===== config.mk =====
export PLATFORM = sky130hd
export DESIGN_NAME = exec_muldiv_flat
export DESIGN_NICKNAME = d
export VERILOG_FILES = /design/src/rtl/exec_muldiv_if.sv /design/src/rtl/exec_muldiv.sv /design/src/flat_wrapper.sv
export SDC_FILE = /design/constraint.sdc
export NUM_CORES = 1
export LEC_CHECK = 0
export BUFFER_PORTS_ARGS = -buffer_cell sky130_fd_sc_hd__buf_4
export CAP_MARGIN = 20
export CORE_ASPECT_RATIO = 1.2
export CORE_MARGIN = 4
export CORE_UTILIZATION = 63
export CTS_BUF_LIST = sky130_fd_sc_hd__clkbuf_8
export CTS_CLUSTER_SIZE = 28
export DETAILED_ROUTE_END_ITERATION = 10
export GPL_ROUTABILITY_DRIVEN = 0
export PLACE_DENSITY_LB_ADDON = 0.08
export RECOVER_POWER = 100
export SYNTH_ARGS = -nofsm -noshare
export SYNTH_HDL_FRONTEND = slang
export SYNTH_SLANG_ARGS = --single-unit

===== constraint.sdc =====
create_clock -name clk -period 4.1 [get_ports clk]
set_clock_uncertainty 0.2 [all_clocks]
set_input_delay 0.205 -clock clk [delete_from_list [all_inputs] [get_ports clk]]
set_output_delay 0.205 -clock clk [all_outputs]
set_load 0.005 [all_outputs]

===== src/rtl/exec_muldiv_if.sv =====
// Request/result bundle between the execute stage and the multi-cycle mul/div unit.
interface exec_muldiv_if #(
  parameter int IALU_WORD_WIDTH = 16,
  parameter int REG_IDX_WIDTH   = 4
);
  logic                       in_start;
  logic [1:0]                 in_op;
  logic [IALU_WORD_WIDTH-1:0] in_src1;
  logic [IALU_WORD_WIDTH-1:0] in_src2;
  logic [REG_IDX_WIDTH-1:0]   in_res_reg_idx;
  logic                       in_flush;
  logic                       out_busy;
  logic                       out_stall;
  logic [IALU_WORD_WIDTH-1:0] out_res;
  logic [REG_IDX_WIDTH-1:0]   out_res_reg_idx;
  logic                       out_res_valid;
  logic                       out_div_by_zero;

  modport master (
    output in_start, in_op, in_src1, in_src2, in_res_reg_idx, in_flush,
    input  out_busy, out_stall, out_res, out_res_reg_idx, out_res_valid, out_div_by_zero
  );

  modport slave (
    input  in_start, in_op, in_src1, in_src2, in_res_reg_idx, in_flush,
    output out_busy, out_stall, out_res, out_res_reg_idx, out_res_valid, out_div_by_zero
  );
endinterface


===== src/rtl/exec_muldiv.sv =====
// Iterative signed multiply/divide unit: one product or quotient bit per RUN cycle,
// magnitudes in the datapath, sign fixup in DONE.
module exec_muldiv #(
  parameter int IALU_WORD_WIDTH = 16,
  parameter int REG_IDX_WIDTH   = 4
) (
  input logic         clk,
  input logic         rst,
  exec_muldiv_if.slave bus
);
  localparam int W  = IALU_WORD_WIDTH;
  localparam int CW = $clog2(W + 1);

  typedef enum logic [1:0] {S_IDLE, S_RUN, S_DONE} state_t;

  state_t                   r_state;
  state_t                   w_state_nx;
  logic [CW-1:0]            r_cnt;
  logic [1:0]               r_op;
  logic                     r_neg;
  logic                     r_neg_a;
  logic                     r_dbz;
  logic [W:0]               r_hi;
  logic [W-1:0]             r_lo;
  logic [W-1:0]             r_m;
  logic [REG_IDX_WIDTH-1:0] r_idx;
  logic [REG_IDX_WIDTH-1:0] r_idx_hold;
  logic [W-1:0]             r_res_hold;

  logic                     w_accept;
  logic                     w_div_zero;
  logic                     w_valid;
  logic [W-1:0]             w_abs1;
  logic [W-1:0]             w_abs2;
  logic [W:0]               w_sum;
  logic [W:0]               w_shift;
  logic                     w_ge;
  logic [2*W-1:0]           w_prod;
  logic [2*W-1:0]           w_prod_s;
  logic [W-1:0]             w_fix;

  assign w_div_zero = bus.in_op[1] && (bus.in_src2 == '0);
  assign w_abs1     = bus.in_src1[W-1] ? ('0 - bus.in_src1) : bus.in_src1;
  assign w_abs2     = bus.in_src2[W-1] ? ('0 - bus.in_src2) : bus.in_src2;

  always_ff @(posedge clk or posedge rst) begin
    if (rst) r_state <= S_IDLE;
    else     r_state <= w_state_nx;
  end

  always_comb begin
    w_state_nx = r_state;
    w_accept   = 1'b0;
    case (r_state)
      S_IDLE: begin
        if (bus.in_start && !bus.in_flush) begin
          w_accept   = 1'b1;
          w_state_nx = w_div_zero ? S_DONE : S_RUN;
        end
      end
      S_RUN: begin
        if (bus.in_flush)              w_state_nx = S_IDLE;
        else if (r_cnt == CW'(1))      w_state_nx = S_DONE;
      end
      S_DONE: begin
        if (bus.in_flush) begin
          w_state_nx = S_IDLE;
        end else if (bus.in_start) begin
          w_accept   = 1'b1;
          w_state_nx = w_div_zero ? S_DONE : S_RUN;
        end else begin
          w_state_nx = S_IDLE;
        end
      end
      default: w_state_nx = S_IDLE;
    endcase
  end

  // Shift-add keeps the running high half in r_hi and shifts multiplier bits out of r_lo.
  assign w_sum   = r_lo[0] ? (r_hi + {1'b0, r_m}) : r_hi;
  assign w_shift = {r_hi[W-1:0], r_lo[W-1]};
  assign w_ge    = (w_shift >= {1'b0, r_m});

  always_ff @(posedge clk or posedge rst) begin
    if (rst) begin
      r_cnt      <= '0;
      r_op       <= '0;
      r_neg      <= 1'b0;
      r_neg_a    <= 1'b0;
      r_dbz      <= 1'b0;
      r_hi       <= '0;
      r_lo       <= '0;
      r_m        <= '0;
      r_idx      <= '0;
      r_idx_hold <= '0;
      r_res_hold <= '0;
    end else begin
      if (w_accept) begin
        r_cnt   <= CW'(W);
        r_op    <= bus.in_op;
        r_neg   <= bus.in_src1[W-1] ^ bus.in_src2[W-1];
        r_neg_a <= bus.in_src1[W-1];
        r_dbz   <= w_div_zero;
        r_idx   <= bus.in_res_reg_idx;
        r_m     <= bus.in_op[1] ? w_abs2 : w_abs1;
        r_lo    <= bus.in_op[1] ? w_abs1 : w_abs2;
        r_hi    <= w_div_zero ? {1'b0, w_abs1} : '0;
      end else if (r_state == S_RUN && !bus.in_flush) begin
        r_cnt <= r_cnt - CW'(1);
        if (r_op[1]) begin
          r_hi <= w_ge ? (w_shift - {1'b0, r_m}) : w_shift;
          r_lo <= {r_lo[W-2:0], w_ge};
        end else begin
          r_hi <= {1'b0, w_sum[W:1]};
          r_lo <= {w_sum[0], r_lo[W-1:1]};
        end
      end
      if (w_valid) begin
        r_res_hold <= w_fix;
        r_idx_hold <= r_idx;
      end
    end
  end

  assign w_prod   = {r_hi[W-1:0], r_lo};
  assign w_prod_s = r_neg ? ({(2*W){1'b0}} - w_prod) : w_prod;

  // A zero divisor parks the dividend magnitude in r_hi so the remainder fixup restores it.
  always_comb begin
    w_fix = '0;
    case (r_op)
      2'b00: w_fix = w_prod_s[W-1:0];
      2'b01: w_fix = w_prod_s[2*W-1:W];
      2'b10: w_fix = r_dbz ? '1 : (r_neg ? ('0 - r_lo) : r_lo);
      default: w_fix = r_neg_a ? ('0 - r_hi[W-1:0]) : r_hi[W-1:0];
    endcase
  end

  assign w_valid             = (r_state == S_DONE) && !bus.in_flush;
  assign bus.out_busy        = (r_state != S_IDLE);
  assign bus.out_stall       = bus.out_busy || (bus.in_start && !bus.in_flush);
  assign bus.out_res         = w_valid ? w_fix : r_res_hold;
  assign bus.out_res_reg_idx = w_valid ? r_idx : r_idx_hold;
  assign bus.out_res_valid   = w_valid;
  assign bus.out_div_by_zero = w_valid && r_dbz;
endmodule


===== src/flat_wrapper.sv =====
// flat-port wrapper written by rule: the top's interface ports become plain ports
module exec_muldiv_flat 
#(
  parameter int IALU_WORD_WIDTH = 16,
  parameter int REG_IDX_WIDTH   = 4
)
  (clk, rst, bus_in_start, bus_in_op, bus_in_src1, bus_in_src2, bus_in_res_reg_idx, bus_in_flush, bus_out_busy, bus_out_stall, bus_out_res, bus_out_res_reg_idx, bus_out_res_valid, bus_out_div_by_zero);
  exec_muldiv_if #(.IALU_WORD_WIDTH(IALU_WORD_WIDTH), .REG_IDX_WIDTH(REG_IDX_WIDTH)) bus_i ();
  input logic clk;
  input logic rst;
  input wire logic [$bits(bus_i.in_start)-1:0] bus_in_start;
  input wire logic [$bits(bus_i.in_op)-1:0] bus_in_op;
  input wire logic [$bits(bus_i.in_src1)-1:0] bus_in_src1;
  input wire logic [$bits(bus_i.in_src2)-1:0] bus_in_src2;
  input wire logic [$bits(bus_i.in_res_reg_idx)-1:0] bus_in_res_reg_idx;
  input wire logic [$bits(bus_i.in_flush)-1:0] bus_in_flush;
  output wire logic [$bits(bus_i.out_busy)-1:0] bus_out_busy;
  output wire logic [$bits(bus_i.out_stall)-1:0] bus_out_stall;
  output wire logic [$bits(bus_i.out_res)-1:0] bus_out_res;
  output wire logic [$bits(bus_i.out_res_reg_idx)-1:0] bus_out_res_reg_idx;
  output wire logic [$bits(bus_i.out_res_valid)-1:0] bus_out_res_valid;
  output wire logic [$bits(bus_i.out_div_by_zero)-1:0] bus_out_div_by_zero;
  assign bus_i.in_start = bus_in_start;
  assign bus_i.in_op = bus_in_op;
  assign bus_i.in_src1 = bus_in_src1;
  assign bus_i.in_src2 = bus_in_src2;
  assign bus_i.in_res_reg_idx = bus_in_res_reg_idx;
  assign bus_i.in_flush = bus_in_flush;
  assign bus_out_busy = bus_i.out_busy;
  assign bus_out_stall = bus_i.out_stall;
  assign bus_out_res = bus_i.out_res;
  assign bus_out_res_reg_idx = bus_i.out_res_reg_idx;
  assign bus_out_res_valid = bus_i.out_res_valid;
  assign bus_out_div_by_zero = bus_i.out_div_by_zero;
  exec_muldiv #(.IALU_WORD_WIDTH(IALU_WORD_WIDTH), .REG_IDX_WIDTH(REG_IDX_WIDTH)) u_core (.clk(clk), .rst(rst), .bus(bus_i));
endmodule

==> impl_metrics.toml, run 1 <==
[die]
fp.dieArea_um2 = 13860
die_height_um = 128.2
die_w_um = 108.2
start_util_pct = 64.96
core_area_um2 = 11670
ioPinCount = 66
rows = 43

[finish]
num-fill-cells = 1016
diodes = 0
drive_gt1_share_pct = 9.990
multi_input_area_um2 = 5037
regArea_um2 = 2128
area_delta_synth_final_pct = 11.22
fin_nets = 1088
finish.utilization_pct = 72.24

[sta]
hold_viol = 0
final.setup.tns_ps = 0
rsz0062_at_grt = "no"
tightest_slew_ps = 2623
relSlewSlack_pct = -74.85
setup_viol = 0
final-max-slew-violation-count = 128
min_period_ps = 3592
final.period_utilization_pct = 87.60
fmax_ghz = 0.2784

[power]
power_mw = 6.035
leakage_nw = 3.670
powerDensity_nw_per_um2 = 715.5
peakVddDrop_uv = 366.1

[synthesis]
ys_types = 72
synth_ff_type = "dfrtp_1"
synth_edf_count = 0
synth_commonest_cells = "127 x nand2_1, 111 x o21ai_0, 85 x dfrtp_1"
syn-cell-area_um2 = 7584
synth.area.top_cells = "dfrtp_1 28%, o21ai_0 7.3%, nand2_1 6.3%"
yosysWarnings = 0
yosysMostFrequentCell = "nand2_1"
syn-mean-instance-area_um2 = 7.867
synth_top_cell_area_share_pct = 28.05
yosys.area.top_type = "dfrtp_1"
seq_area_frac_synth_pct = 28.05
syn-num-nets = 1046
synthCells = 964
synthArstFlopShare_pct = 100.0
synth-seq-cells = 85

[worst_hold_path]
holdPathStages = 3
hold_path_class = "input port to register"

[status]
outcome = "finished, violations left"
violations = "max-capacitance violations, max-slew violations"

[routing]
dr.pass1.iters = 6
highest_layer = "met4"
wl_met3_um = 2017
met1Wirelength_um = 9358
wl_met2_um = 9745
drtIter0Drc = 849
drc = 0
route.vias.total = 7498
antenna_violating_nets_post_route = 0
vias_per_cell = 6.420
wl_per_cell_um = 19.00
wl_um = 22190

[clock_tree]
postCtsSetupBuffers = 0
path_clk_slew_ps = 90
clk_latency_ps = 380
cts_made_buffers = 9
h-tree-depth = 3
ctsLongestPathBuffers = 2
postCtsResizedCells = 0
root_buffer = "clkbuf_8"
clkSinkCount = 85
cts_tree = "done"

[critical_path]
slowest_delay_ps = 600
rr_worst_depth = 9
startpoint_type = "register"
cp_max_fo = 7
required_ps = 3690
setup.worst_path.class = "register to primary output"
crit_slowest_cell = "or4_1"
arrival_ps = 3190
path_cells = "nor4_2 -> nand3_1 -> or4_1 -> o41ai_1 -> xor2_1 -> nor2_1 -> nor3_1 -> o21ai_0 -> buf_4"
end_kind = "primary output"

[place]
numPortBuffers = 65
dp_hpwl_um = 16700

[global_routing]
grt_pass1_vias = 6968
track_usage_pct = 33.25
grt_start_max_net_pins = 64
grt-ovfl-total = 0
antenna_found_initial = 0
grt_pass1_wl_um = 36070

[job]
maxCapViolCount = 3
==> layer usage <==
layer  GRT usage (%)  up-vias
li1                -     3580
met1           46.90     3518
met2           49.52      339
met3           6.549       61
met4           14.56        0
met5               0        -
==> repair_timing <==
item | CTS | global route
hold endpoints to repair | 94 | 0
hold buffers | 11 | 0
setup endpoints to repair | 0 | 0
==> power by group <==
group          internal, mW  switching [mW]  total [mW]
registers              1.13           0.405        1.54
logic                  1.66            2.17        3.82
clock network         0.346           0.329       0.675
==> critical path, delay by kind of cell (launching register included) <==
kind | cells | cell delay (ps)
AOI/OAI and AO/OA | 2 | 510
xor gates and xnor gates | 1 | 190
and+or+nand+nor | 5 | 1480
buffers and inverters | 1 | 160
DFF | 1 | 450
==> cells by family after synthesis <==
kind of cell	share of synthesized area (%)
AO/OA/AOI/OAI	29.10
AND/OR/NAND/NOR	16.80
buffers and inverters	5.346
flip-flops	28.05
XOR/XNOR	9.240
adder cells (fa/ha/maj)	6.798
multiplexers	4.669
==> stage by stage <==
| stage | instance area (um2) | cells | setup slack (ps) | hold WS (ps) |
|---|---|---|---|---|
| 3_3_place_gp | 8150 | 1141 | 715.7 | 149.5 |
| 6_report | 8434 | 1168 | 508.5 | 26.74 |
| 2_1_floorplan | 7584 | 964 | 1090 | 71.76 |
| 3_5_place_dp | 8150 | 1141 | 628.5 | 149.7 |
| 5_1_grt | 8434 | 1168 | 258.3 | 52.27 |
| 4_1_cts | 8482 | 1168 | 617.8 | 17.80 |
==> path summary, 6_finish.rpt <==
path | start | end | slack [ps]
setup reg to reg | u_core.r_hi[1] | u_core.r_hi[6] | 580
min in group asynchronous | rst | u_core.r_res_hold[0] | 940
hold / removal | bus_in_src2[15] | u_core.r_neg | 30
hold reg to reg | u_core.r_res_hold[3] | u_core.r_res_hold[3] | 280
max in group asynchronous | rst | u_core.r_op[1] | 820
setup / recovery | u_core.r_lo[4] | bus_out_res[9] | 510
==> state kept, by name, summed over array words and instances, names as in the netlist <==
register	cells
u_core.r_cnt	5
u_core.r_op	2
u_core.r_state	2
u_core.r_m	16
u_core.r_neg	1
u_core.r_neg_a	1
u_core.r_hi	17
u_core.r_dbz	1
u_core.r_idx	4
u_core.r_res_hold	16
u_core.r_lo	16
u_core.r_idx_hold	4
==> layout by cell type (no fill, tap or decap), types with 11 or more instances in the layout <==
cell           count
inv_1             39
o211ai_1          28
a21o_1            18
dfrtp_1           84
nand2_1          127
xor2_1            34
clkbuf_4          22
xnor2_1           46
buf_4             52
mux2i_1           32
nand3_1           16
o21ai_0          115
o21a_1            14
ha_1              38
a31oi_1           12
a21oi_1           69
o31ai_1           12
nor2_1            69
dlygate4sd3_1     11
==> cell type report <==
| cell class | instances | share of cell area, % |
|---|---|---|
| clock buffers | 9 | 1.469 |
| clock inverters | 7 | 1.157 |
| inverters | 40 | 1.795 |
| multi-input cells | 776 | 59.72 |
| flip-flops and latches | 85 | 25.23 |
| well taps | 157 | 2.329 |
| repair buffers | 94 | 8.293 |
Note: power is estimated with default switching activity, not from simulation.
==> inputs of run 2 (changes only) <==
==> constraint.sdc (replaced) <==
create_clock -name clk -period 4.1 [get_ports clk]
set_clock_uncertainty 0.2 [all_clocks]
set_input_delay 0.205 -clock clk [delete_from_list [all_inputs] [get_ports clk]]
set_output_delay 0.205 -clock clk [all_outputs]
set_load 0.01 [all_outputs]
==> run 2 against run 1 <==
Effect of this change:
- the run still ends with max-capacitance violations, max-slew violations left
- clock power hardly changed
- hold slack worse by 1.5 ps
- register-to-register slack hardly changed
- clock-buffer cell count stayed put
- power is 0.19% lower
- largest cell class unchanged
- first-iteration DRC count is 4.1% lower
- routed wire length is 0.70% higher
- setup slack worse by 26 ps
- sequential share of layout area is 0.25 points higher
- cell count stayed put
==> impl_metrics.toml, run 2 (same netlist as run 1, synthesis figures left out) <==
[global_routing]
antenna_found_initial = 0
grt_start_max_net_pins = 64
grt_pass1_wl_um = 36070
grt-ovfl-total = 0
track_usage_pct = 33.25
grt_pass1_vias = 6968

[critical_path]
slowest_delay_ps = 600
cp_num_buf_inv = 1
arrival_ps = 3210
rrSetupSlack_ps = 580
required_ps = 3690
cp_max_fo = 7
end_kind = "primary output"
crit_slowest_cell = "or4_1"
setup.worst_path.class = "register to primary output"
path_cells = "nor4_2 -> nand3_1 -> or4_1 -> o41ai_1 -> xor2_1 -> nor2_1 -> nor3_1 -> o21ai_0 -> buf_4"
startpoint_type = "register"
critPathTopFamily = "simple AND/OR/NAND/NOR gates"

[routing]
wl_per_cell_um = 19.13
dr.pass1.iters = 5
wl_um = 22340
route.vias.total = 7547
antenna_violating_nets_post_route = 0
drtIter0Drc = 814
vias_per_cell = 6.461
drc = 0

[power]
power_frac_clock_pct = 11.2
p_sw_share_pct = 49.00
power_mw = 6.023
p_seq_share_pct = 25.6
powerDensity_nw_per_um2 = 721.2
leakage_nw = 3.593
p_int_mw = 3.072
combPwrFrac_pct = 63.2
peakVddDrop_uv = 366.5
switchingPower_mw = 2.952

[sta]
final.setup.tns_ps = 0
relSlewSlack_pct = -77.49
rsz0062_at_grt = "no"
setup_viol = 0
min_period_ps = 3618
fmax_ghz = 0.2764
final-max-slew-violation-count = 128
hold_viol = 0
final.period_utilization_pct = 88.24
tightest_slew_ps = 2662

[clock_tree]
clk_latency_ps = 380
path_clk_slew_ps = 90
clkSinkCount = 85
postCtsSetupBuffers = 0
cts-hold-fix-buffers = 11
h-tree-depth = 3
cts_made_buffers = 9
postCtsResizedCells = 0
ctsLongestPathBuffers = 2
root_buffer = "clkbuf_8"
cts_tree = "done"

[die]
die_height_um = 128.2
core_area_um2 = 11670
start_util_pct = 64.96
ioPinCount = 66
fp.dieArea_um2 = 13860
rows = 43
die_w_um = 108.2

[job]
maxCapViolCount = 3

[finish]
diodes = 0
final_common_cell = "nand2_1"
drive_gt1_share_pct = 7.814
regMostFlops = "u_core.r_hi"
area_delta_synth_final_pct = 10.13
largest_reg_flops = 17
fin_nets = 1088
layout_common_cells = "127 x nand2_1, 115 x o21ai_0, 84 x dfrtp_1, 69 x nor2_1, 69 x a21oi_1"
num-fill-cells = 1047

[place]
numPortBuffers = 65
dp_hpwl_um = 16700

[worst_hold_path]
hold_path_class = "input port to register"

[status]
violations = "max-capacitance violations, max-slew violations"
outcome = "finished, violations left"
## run 2: path summary, 6_finish.rpt
check	from	cells past startpoint	endpoint
worst min-delay path	bus_in_src2[15]	3	u_core.r_neg
worst min register to register	u_core.r_idx_hold[3]	2	u_core.r_idx_hold[3]
worst max-delay path	u_core.r_lo[4]	9	bus_out_res[9]
max in group asynchronous	rst	4	u_core.r_op[1]
min in group asynchronous	rst	4	u_core.r_idx_hold[3]
worst max register to register	u_core.r_hi[1]	8	u_core.r_hi[3]
## run 2: power groups by stage
stage          clock (mW)  combinational (mW)  sequential, mW
6_report            0.675                3.80            1.54
3_3_place_gp            0                3.71            1.52
5_1_grt             0.721                4.20            1.58
4_1_cts             0.683                3.82            1.52
3_5_place_dp            0                3.78            1.53
2_1_floorplan           0                2.98            1.35
## run 2: area by class of cell
type | instances | area, um2 | share of cell area [%]
Clock buffer | 9 | 123.9 | 1.483
Clock inverter | 7 | 97.59 | 1.169
Inverter | 40 | 151.4 | 1.813
Multi-Input combinational cell | 776 | 5037 | 60.31
Sequential cell | 85 | 2128 | 25.48
Tap cell | 157 | 196.4 | 2.352
Timing Repair Buffer | 94 | 616.8 | 7.386
## run 2: metrics by stage
stage,hold slack [ps],setup slack (ps),util [%],instances,cell area (um2)
3_3_place_gp,149.5,715.7,69.81,1141,8150
3_5_place_dp,149.7,628.5,69.81,1141,8150
6_report,25.19,482.3,71.54,1168,8352
5_1_grt,52.27,247.4,71.54,1168,8352
2_1_floorplan,71.76,1090,-,964,7584
4_1_cts,17.80,614.6,72.65,1168,8482
## run 2: routing by layer
metal | vias up | global-route usage [%] | wire length, um
li1 | 3575 | - | -
met3 | 56 | 6.549 | 1948
met4 | 0 | 14.56 | 1078
met5 | - | 0 | 0
met1 | 3570 | 46.90 | 9536
met2 | 346 | 49.52 | 9780
## run 2: worst reg2reg max path, cell delays in order (launching register included)
cell and delay (ps):
dfrtp_1 520, ha_1 420, o21a_1 130, o31a_1 180, o41a_1 250, o21ba_1 220
o21a_1 800, mux2_2 430, o31a_1 250
==> inputs of run 3 (changes only) <==
--- a/config.mk
+++ b/config.mk
@@ -8,7 +8,7 @@
 export BUFFER_PORTS_ARGS = -buffer_cell sky130_fd_sc_hd__buf_4
 export CAP_MARGIN = 20
 export CORE_ASPECT_RATIO = 1.2
-export CORE_MARGIN = 4
+export CORE_MARGIN = 10
 export CORE_UTILIZATION = 63
 export CTS_BUF_LIST = sky130_fd_sc_hd__clkbuf_8
 export CTS_CLUSTER_SIZE = 28
==> constraint.sdc (replaced) <==
create_clock -name clk -period 3.9 [get_ports clk]
set_clock_uncertainty 0.2 [all_clocks]
set_input_delay 0.195 -clock clk [delete_from_list [all_inputs] [get_ports clk]]
set_output_delay 0.195 -clock clk [all_outputs]
set_load 0.005 [all_outputs]
==> run 3 against run 2 <==
Effect of this change:
- the flow still finishes with violations (max-capacitance violations, max-slew violations)
- clock-buffer cell count did not move
- via count is 1.2% lower
- utilization increased by 0.39 points
- register-to-register slack got worse by 210 ps
- routed wire length unchanged
- combinational power is 6.1% higher
- largest cell class unchanged
- largest power group unchanged
- highest routed layer unchanged
==> impl_metrics.toml, run 3 (same netlist as run 1, synthesis figures left out) <==
[sta]
timing.hold.ws_ps = 17.97
fin_ws_ps = 364.6
tightest_slew_ps = 1976
min_period_ps = 3535
final.period_utilization_pct = 90.65
setup_viol = 0
rsz0062_at_grt = "no"
final-max-slew-violation-count = 122
hold_viol = 0
relSlewSlack_pct = -31.74
final.setup.tns_ps = 0
fmax_ghz = 0.2829

[global_routing]
grt_pass1_wl_um = 36130
antenna_found_initial = 0
grt_start_max_net_pins = 64
grt-ovfl-total = 0
grt_pass1_vias = 6890
track_usage_pct = 26.21

[place]
pre_cts_slack_ps = 419.6
placed_area_um2 = 8165
dp_hpwl_um = 16880
numPortBuffers = 65

[die]
rows = 43
start_util_pct = 64.96
ioPinCount = 66
fp.dieArea_um2 = 16840
die_w_um = 120.2
die_height_um = 140.2
core_area_um2 = 11670

[routing]
antenna_violating_nets_post_route = 0
drc = 0
dr.pass1.iters = 6
drtIter0Drc = 726
vias_per_cell = 6.388
wl_per_cell_um = 19.15
wl_um = 22340
route.vias.total = 7455

[clock_tree]
cts_tree = "done"
root_buffer = "clkbuf_8"
ctsLongestPathBuffers = 2
clkSinkCount = 85
cts_made_buffers = 9
postCtsResizedCells = 0
h-tree-depth = 3
path_clk_slew_ps = 90
clk_latency_ps = 380
postCtsSetupBuffers = 0

[finish]
final_common_cell = "nand2_1"
num-fill-cells = 1010
diodes = 0
area_delta_synth_final_pct = 10.72
regMostFlops = "u_core.r_hi"
fin_nets = 1088
largest_reg_flops = 17
drive_gt1_share_pct = 10.00
layout_common_cells = "127 x nand2_1, 115 x o21ai_0, 84 x dfrtp_1, 69 x nor2_1, 69 x a21oi_1"
design_area_um2 = 8397

[status]
outcome = "finished, violations left"
violations = "max-capacitance violations, max-slew violations"

[power]
peakVddDrop_uv = 357.0
powerDensity_nw_per_um2 = 748.3
power_mw = 6.283
leakage_nw = 3.649

[critical_path]
end_kind = "primary output"
setup.worst_path.class = "register to primary output"
arrival_ps = 3140
cp_max_fo = 6
slowest_delay_ps = 630
crit_slowest_cell = "o41ai_2"
startpoint_type = "register"
required_ps = 3500
path_cells = "nor4_2 -> nand3_1 -> o41ai_2 -> nand2_1 -> o21ai_0 -> xor2_1 -> a31oi_1 -> clkbuf_4"

[worst_hold_path]
hold_path_class = "input port to register"

[job]
maxCapViolCount = 3
run 3: metrics by stage:
| step | util [%] | cells |
|---|---|---|
| 5_1_grt | 71.92 | 1167 |
| 2_1_floorplan | - | 964 |
| 4_1_cts | 72.39 | 1167 |
| 6_report | 71.92 | 1167 |
| 3_5_place_dp | 69.94 | 1143 |
| 3_3_place_gp | 69.94 | 1143 |
run 3: final timing paths:
| kind | start | end | slack (ps) | cells after the start |
|---|---|---|---|---|
| min in group asynchronous | rst | u_core.r_res_hold[4] | 690 | 4 |
| max in group asynchronous | rst | u_core.r_lo[7] | 1680 | 4 |
| worst min-delay path | bus_in_src1[0] | u_core.r_lo[0] | 20 | 3 |
| worst max-delay path | u_core.r_lo[4] | bus_out_res[8] | 360 | 8 |
| worst max register to register | u_core.r_m[1] | u_core.r_hi[8] | 370 | 10 |
| worst min register to register | u_core.r_idx[1] | u_core.r_idx[1] | 280 | 2 |
run 3: metal layers:
metal,global-route usage [%],vias to the layer above,wire length [um]
met5,0,-,0
met4,12.85,0,1098
met3,5.991,60,1953
met2,38.20,364,9731
met1,35.60,3461,9559
li1,-,3570,-
run 3: report_power, final:
part | internal (mW) | switching [mW] | total, mW
Clock | 0.299 | 0.356 | 0.656
Sequential | 1.19 | 0.408 | 1.60
Combinational | 1.74 | 2.29 | 4.03
Total | 3.23 | 3.05 | 6.28
run 3: repair_timing:
item,4_1_cts,5_1_grt
hold buffers,9,0
endpoints found under the hold margin,93,0
setup endpoints to repair,0,0
run 3: final cells by class:
type                            instances  area, um2  area share [%]
Clock buffer                            9      123.9           1.475
Clock inverter                          6      72.57          0.8643
Inverter                               40      151.4           1.803
Multi-Input combinational cell        776       5044           60.07
Sequential cell                        85       2128           25.35
Tap cell                              157      196.4           2.339
Timing Repair Buffer                   94      680.7           8.106
run 3: critical path, delay by kind of cell, from the launching register on:
family,cells,cell delay (ps)
compound gates,3,1170
xor+xnor,1,120
buf+inv,1,200
flops,1,460
simple gates,3,820
